`config.mk`:
```
export PLATFORM = sky130hd
export DESIGN_NAME = crc_stream_controller
export DESIGN_NICKNAME = d
export VERILOG_FILES = /design/src/rtl/crc_pkg.sv /design/src/rtl/crc_bit_counter.sv /design/src/rtl/crc_stream_controller.sv
export SDC_FILE = /design/constraint.sdc
export NUM_CORES = 1
export LEC_CHECK = 0
export BUFFER_PORTS_ARGS = -buffer_cell sky130_fd_sc_hd__buf_2
export CORE_AREA = 4 4 41 43
export DETAILED_ROUTE_END_ITERATION = 10
export DIE_AREA = 0 0 45 47
export SYNTH_ARGS = -nofsm -noshare
export SYNTH_HDL_FRONTEND = slang
export SYNTH_SLANG_ARGS = --single-unit
```
`constraint.sdc`:
```
create_clock -name clk -period 3.97 [get_ports clk]
set_input_delay 0.1985 -clock clk [delete_from_list [all_inputs] [get_ports clk]]
set_output_delay 0.1985 -clock clk [all_outputs]
set_load 0.01 [all_outputs]
```
`src/rtl/crc_pkg.sv`:
```
// Shared types and constants for the CRC stream controller.
// State encoding, mode values and counter-width helper.
package crc_pkg;

  typedef enum logic [1:0] {
    ST_IDLE  = 2'd0,
    ST_SHIFT = 2'd1,
    ST_DONE  = 2'd2
  } state_t;

  localparam logic MODE_ENCODE = 1'b0;
  localparam logic MODE_CHECK  = 1'b1;

  function automatic int cnt_width(input int len);
    return (len <= 2) ? 1 : $clog2(len);
  endfunction

endpackage

```
`src/rtl/crc_bit_counter.sv`:
```
// Shift-index counter with clear, enable and terminal-count flag.
// Wraps to zero on the terminal count so the index is 0 after a frame.
module crc_bit_counter
  import crc_pkg::*;
#(
  parameter int CNT_W = 4,
  parameter int LAST  = 11
) (
  input  logic             clk,
  input  logic             rst,
  input  logic             clear,
  input  logic             enable,
  output logic [CNT_W-1:0] count,
  output logic             tc
);

  localparam logic [CNT_W-1:0] LAST_C = CNT_W'(LAST);

  assign tc = (count == LAST_C);

  always_ff @(posedge clk) begin
    if (rst || clear) begin
      count <= '0;
    end else if (enable) begin
      count <= tc ? '0 : count + CNT_W'(1);
    end
  end

endmodule

```
`src/rtl/crc_stream_controller.sv`:
```
// Sequencer for a bit-serial CRC datapath: load, shift, report.
// Accepts one frame at a time and holds the result until taken.
module crc_stream_controller
  import crc_pkg::*;
#(
  parameter  int DATA_W    = 8,
  parameter  int CRC_W     = 4,
  localparam int SHIFT_LEN = DATA_W + CRC_W,
  localparam int CNT_W     = cnt_width(SHIFT_LEN)
) (
  input  logic             clk,
  input  logic             rst,
  input  logic             in_valid,
  output logic             in_ready,
  input  logic             mode,
  input  logic             abort,
  input  logic             syndrome_zero,
  output logic             load_en,
  output logic             shift_en,
  output logic [CNT_W-1:0] bit_cnt,
  output logic             out_valid,
  input  logic             out_ready,
  output logic             mode_q,
  output logic             crc_err,
  output logic             busy
);

  state_t state;
  state_t state_n;
  logic   cnt_en;
  logic   cnt_clr;
  logic   cnt_tc;
  logic   accept;

  always_ff @(posedge clk) begin
    if (rst) begin
      state <= ST_IDLE;
    end else begin
      state <= state_n;
    end
  end

  always_ff @(posedge clk) begin
    if (rst) begin
      mode_q <= MODE_ENCODE;
    end else if (accept) begin
      mode_q <= mode;
    end
  end

  always_comb begin
    state_n   = state;
    in_ready  = 1'b0;
    load_en   = 1'b0;
    shift_en  = 1'b0;
    out_valid = 1'b0;
    busy      = 1'b0;
    cnt_en    = 1'b0;
    case (state)
      ST_IDLE: begin
        in_ready = 1'b1;
        load_en  = in_valid;
        if (in_valid) state_n = ST_SHIFT;
      end
      ST_SHIFT: begin
        shift_en = 1'b1;
        busy     = 1'b1;
        cnt_en   = 1'b1;
        if (abort)       state_n = ST_IDLE;
        else if (cnt_tc) state_n = ST_DONE;
      end
      ST_DONE: begin
        out_valid = 1'b1;
        busy      = 1'b1;
        if (abort || out_ready) state_n = ST_IDLE;
      end
      default: begin
        in_ready = 1'b1;
        load_en  = in_valid;
        state_n  = ST_IDLE;
      end
    endcase
    // Reset forces idle-looking outputs even before the first edge lands.
    if (rst) begin
      in_ready  = 1'b1;
      load_en   = in_valid;
      shift_en  = 1'b0;
      out_valid = 1'b0;
      busy      = 1'b0;
      cnt_en    = 1'b0;
    end
  end

  assign accept  = (state == ST_IDLE) && in_valid;
  assign cnt_clr = (state != ST_SHIFT) || abort;
  assign crc_err = out_valid && (mode_q == MODE_CHECK)
                && !syndrome_zero;

  crc_bit_counter #(
    .CNT_W (CNT_W),
    .LAST  (SHIFT_LEN - 1)
  ) u_cnt (
    .clk    (clk),
    .rst    (rst),
    .clear  (cnt_clr),
    .enable (cnt_en),
    .count  (bit_cnt),
    .tc     (cnt_tc)
  );

endmodule

```
==> results by group <==
Outcome
  – Status: complete, no violations

Clock tree
  – Clk slew on worst S/H paths: 0.05 ns
  – CTS tree: done
  – Clock insertion delay at the later pin of the skew report: 0.25 ns
  – CTS H-tree lvls: 1
  – CTS Buffer Depth: 2
  – Post-CTS sizing: 0
  – Hold Buf Count CTS: 0
  – Root Buffer: clkbuf_4
  – # Post-CTS Setup Buffers: 0
  – CTS sink count: 7
  – Num CTS Buffers: 3

Global route
  – Initial antenna violation count: 0
  – Vias in the first global route: 356
  – Gr usage total: 9.73%
  – Largest net degree at the start of global routing: 9
  – Gr ovfl total: 0
  – First-pass GRT wire length: around 1500 um

STA
  – Rel. slew slack: 75.5%
  – Worst Tran Pin Value: 0.366 ns
  – Final worst path period share: a little under 40%
  – Clk_skew: 0.00368 ns
  – Final setup fails: 0
  – Max Slew Vio Count: 0
  – Clock period minus worst slack: 1.54 ns
  – Final setup margin: 2.43 ns
  – RSZ-0062 raised after global routing: no
  – Total negative slack: 0 ns
  – Fmax: 648 MHz
  – Hold Fails Final Rpt: 0

Layout
  – Final net count: 81
  – Post-layout utilization of the core: 42.5%
  – Area grow syn2layout: 30.8%
  – # diodes: 0
  – Fill cell count: around 140
  – Final Cell Area: between 500 and 600 um^2
  – Share of layout cells above drive strength 1: 32.4%

Run
  – Max-cap violations: 0

Logic synthesis
  – Share of the synthesized area in the top cell type: 33.1%
  – Syn avg cell area: 9.00 um^2
  – Register area share after synthesis: 33.1%
  – Register bit total from synthesis: 7
  – Syn Std Cell Area: 423 um^2
  – Cell variety after synth: 22
  – Post-synth EDFFs: 0
  – Most numerous cell in the Yosys netlist: dfxtp_1
  – Ys flop type: dfxtp_1
  – Most instantiated cells after synthesis: dfxtp_1, ha_1, inv_1
  – Mapped Cells: between 40 and 50
  – Syn nets: 59
  – YS warnings: 0
  – Asr flop ratio synth: 0%
  – Ranking of synthesized cells by area: dfxtp_1, ha_1, mux2i_1, nand2b_1, nor2b_1
  – Post-synth top area cell: dfxtp_1

Critical path
  – Critical path's slowest cell: dfxtp_1
  – Critical path fanouts, max: 3
  – RR Endpoint: state[0]
  – Register-to-Register Setup Slack: 2.61 ns
  – Reg2Reg Depth: 5
  – CP required: 3.77 ns
  – Worst path cell trace: inv_1 > ha_1 > and2b_1 > and3b_1 > buf_2
  – Worst Setup Path Type: flop to output port
  – Crit path DAT: 1.35 ns
  – Crit start category: flop
  – CP endpoint kind: output port
  – CP bufs+invs: 2
  – Critical Path Max Stage Delay: 0.35 ns
  – Worst path top cell family by delay: flip-flops
  – Worst r2r src: state[1]

Min path
  – Hold Crit Endpoint: mode_q
  – Hold Startpoint: mode
  – Hold Crit Depth: 3
  – Hold crit path type: primary input to flop

Floorplanning
  – Die X: about 45 um
  – Initial Utilization: 32.5%
  – Die height: 47 um
  – I/O Pins: 18
  – Die area: 2120 um^2
  – Core footprint: 1300 um^2
  – Row cnt: 13

Detailed routing
  – Antenna Nets Post-Route: 0
  – Iteration-0 DRC Markers: 5
  – Routed vias/inst: 4.66
  – Drt drc: 0
  – Routed wire length: 885 um
  – Vias: 387
  – Wire per inst: 10.7 um
  – DRT Pass-1 Iters: 4

Power and ir drop
  – Psw: 0.0000538 W
  – Int Power: between 0.0001 and 0.00015 W
  – Comb pwr share: 23.7%
  – Cell leakage power: 0.279 nW
  – Max VDD drop: around 160 uV
  – Clock network fraction of total power: 35.1%
  – Power Total: 0.000188 W
  – Sequential Power Share: 41.2%
  – Sw Share: around 29%
  – PwrDens: about 340 nW/um^2

Place
  – Place WS: 2.60 ns
  – Port bufs: 17
  – Hpwl dp: 679 um
  – GPL Wtd Cong: roughly 0.7
  – Placed cell area: 527 um^2
[how the worst max path moves through the flow]
stage / to / start / cells after the start / slack [ns]
2_1_floorplan: state[0] / state[1] / 5 / 2.70
3_3_place_gp: state[0] / state[1] / 5 / 2.61
3_5_place_dp: state[0] / state[1] / 5 / 2.60
4_1_cts: crc_err / state[0] / 5 / 2.41
5_1_grt: crc_err / state[0] / 5 / 2.32
6_report: crc_err / state[0] / 5 / 2.43
[cell usage in the layout, fill, tap and decap left out]
| cell | count |
|---|---|
| o21ai_0 | 1 |
| inv_1 | 4 |
| ha_1 | 5 |
| clkbuf_4 | 3 |
| and3b_1 | 1 |
| nand3_1 | 2 |
| nor3b_1 | 2 |
| or3_1 | 1 |
| nand3b_1 | 1 |
| o31ai_1 | 1 |
| and2_1 | 2 |
| clkbuf_1 | 1 |
| nand2b_4 | 1 |
| buf_2 | 17 |
| nor3b_2 | 1 |
| nor2_1 | 2 |
| a211oi_1 | 1 |
| nor3_1 | 1 |
| dfxtp_1 | 7 |
| and2b_1 | 1 |
| nand2_1 | 3 |
| a21oi_1 | 2 |
| nand2b_1 | 3 |
| nor2b_1 | 3 |
| mux2i_1 | 2 |
[worst register-to-register path, cell delays in order (launching register included)]
cell      delay, ns
dfxtp_1        0.32
inv_1          0.08
ha_1           0.24
nor2b_1        0.16
a211oi_1       0.28
mux2i_1        0.21
[state kept, by name, indices dropped and copies added, names as in the netlist]
signal	flops
mode_q	1
state	2
u_cnt.count	4
[metal layers]
layer	global-route usage, %	wire, um	up-vias
met5	0	0	-
li1	-	-	202
met3	1.92	90	2
met2	14.7	391	18
met1	11.6	400	165
met4	8.77	4	0
[power by group through the flow]
stage               Combinational (W)   Clock, W  Sequential, W
detailed placement          0.0000453          0      0.0000787
floorplan                   0.0000295          0      0.0000791
global placement            0.0000453          0      0.0000786
CTS                         0.0000455  0.0000692      0.0000772
global route                0.0000502  0.0000720      0.0000777
finish                      0.0000445  0.0000659      0.0000772
[cells by family after synthesis]
group / Yosys count / share of synthesized area [%]
compound gates: 5 / 7.10
fa+ha+maj: 5 / 14.8
buf+inv: 4 / 3.55
flops: 7 / 33.1
mux: 2 / 4.73
simple gates: 24 / 36.7
[final cells by class]
class	instances	area [um^2]	share of cell area [%]
Sequential cell	7	140	25.3
Timing Repair Buffer	17	85.1	15.4
Tap cell	15	18.8	3.39
Clock buffer	4	26.3	4.75
Multi-Input combinational cell	36	268	48.4
Inverter	4	15.0	2.71
[stage by stage]
step	cells	hold slack (ns)
finish	83	0.203
detailed placement	79	0.453
CTS	83	0.198
global route	83	0.213
global placement	79	0.446
floorplan	47	0.268
Power figures use the tool's default switching activity.
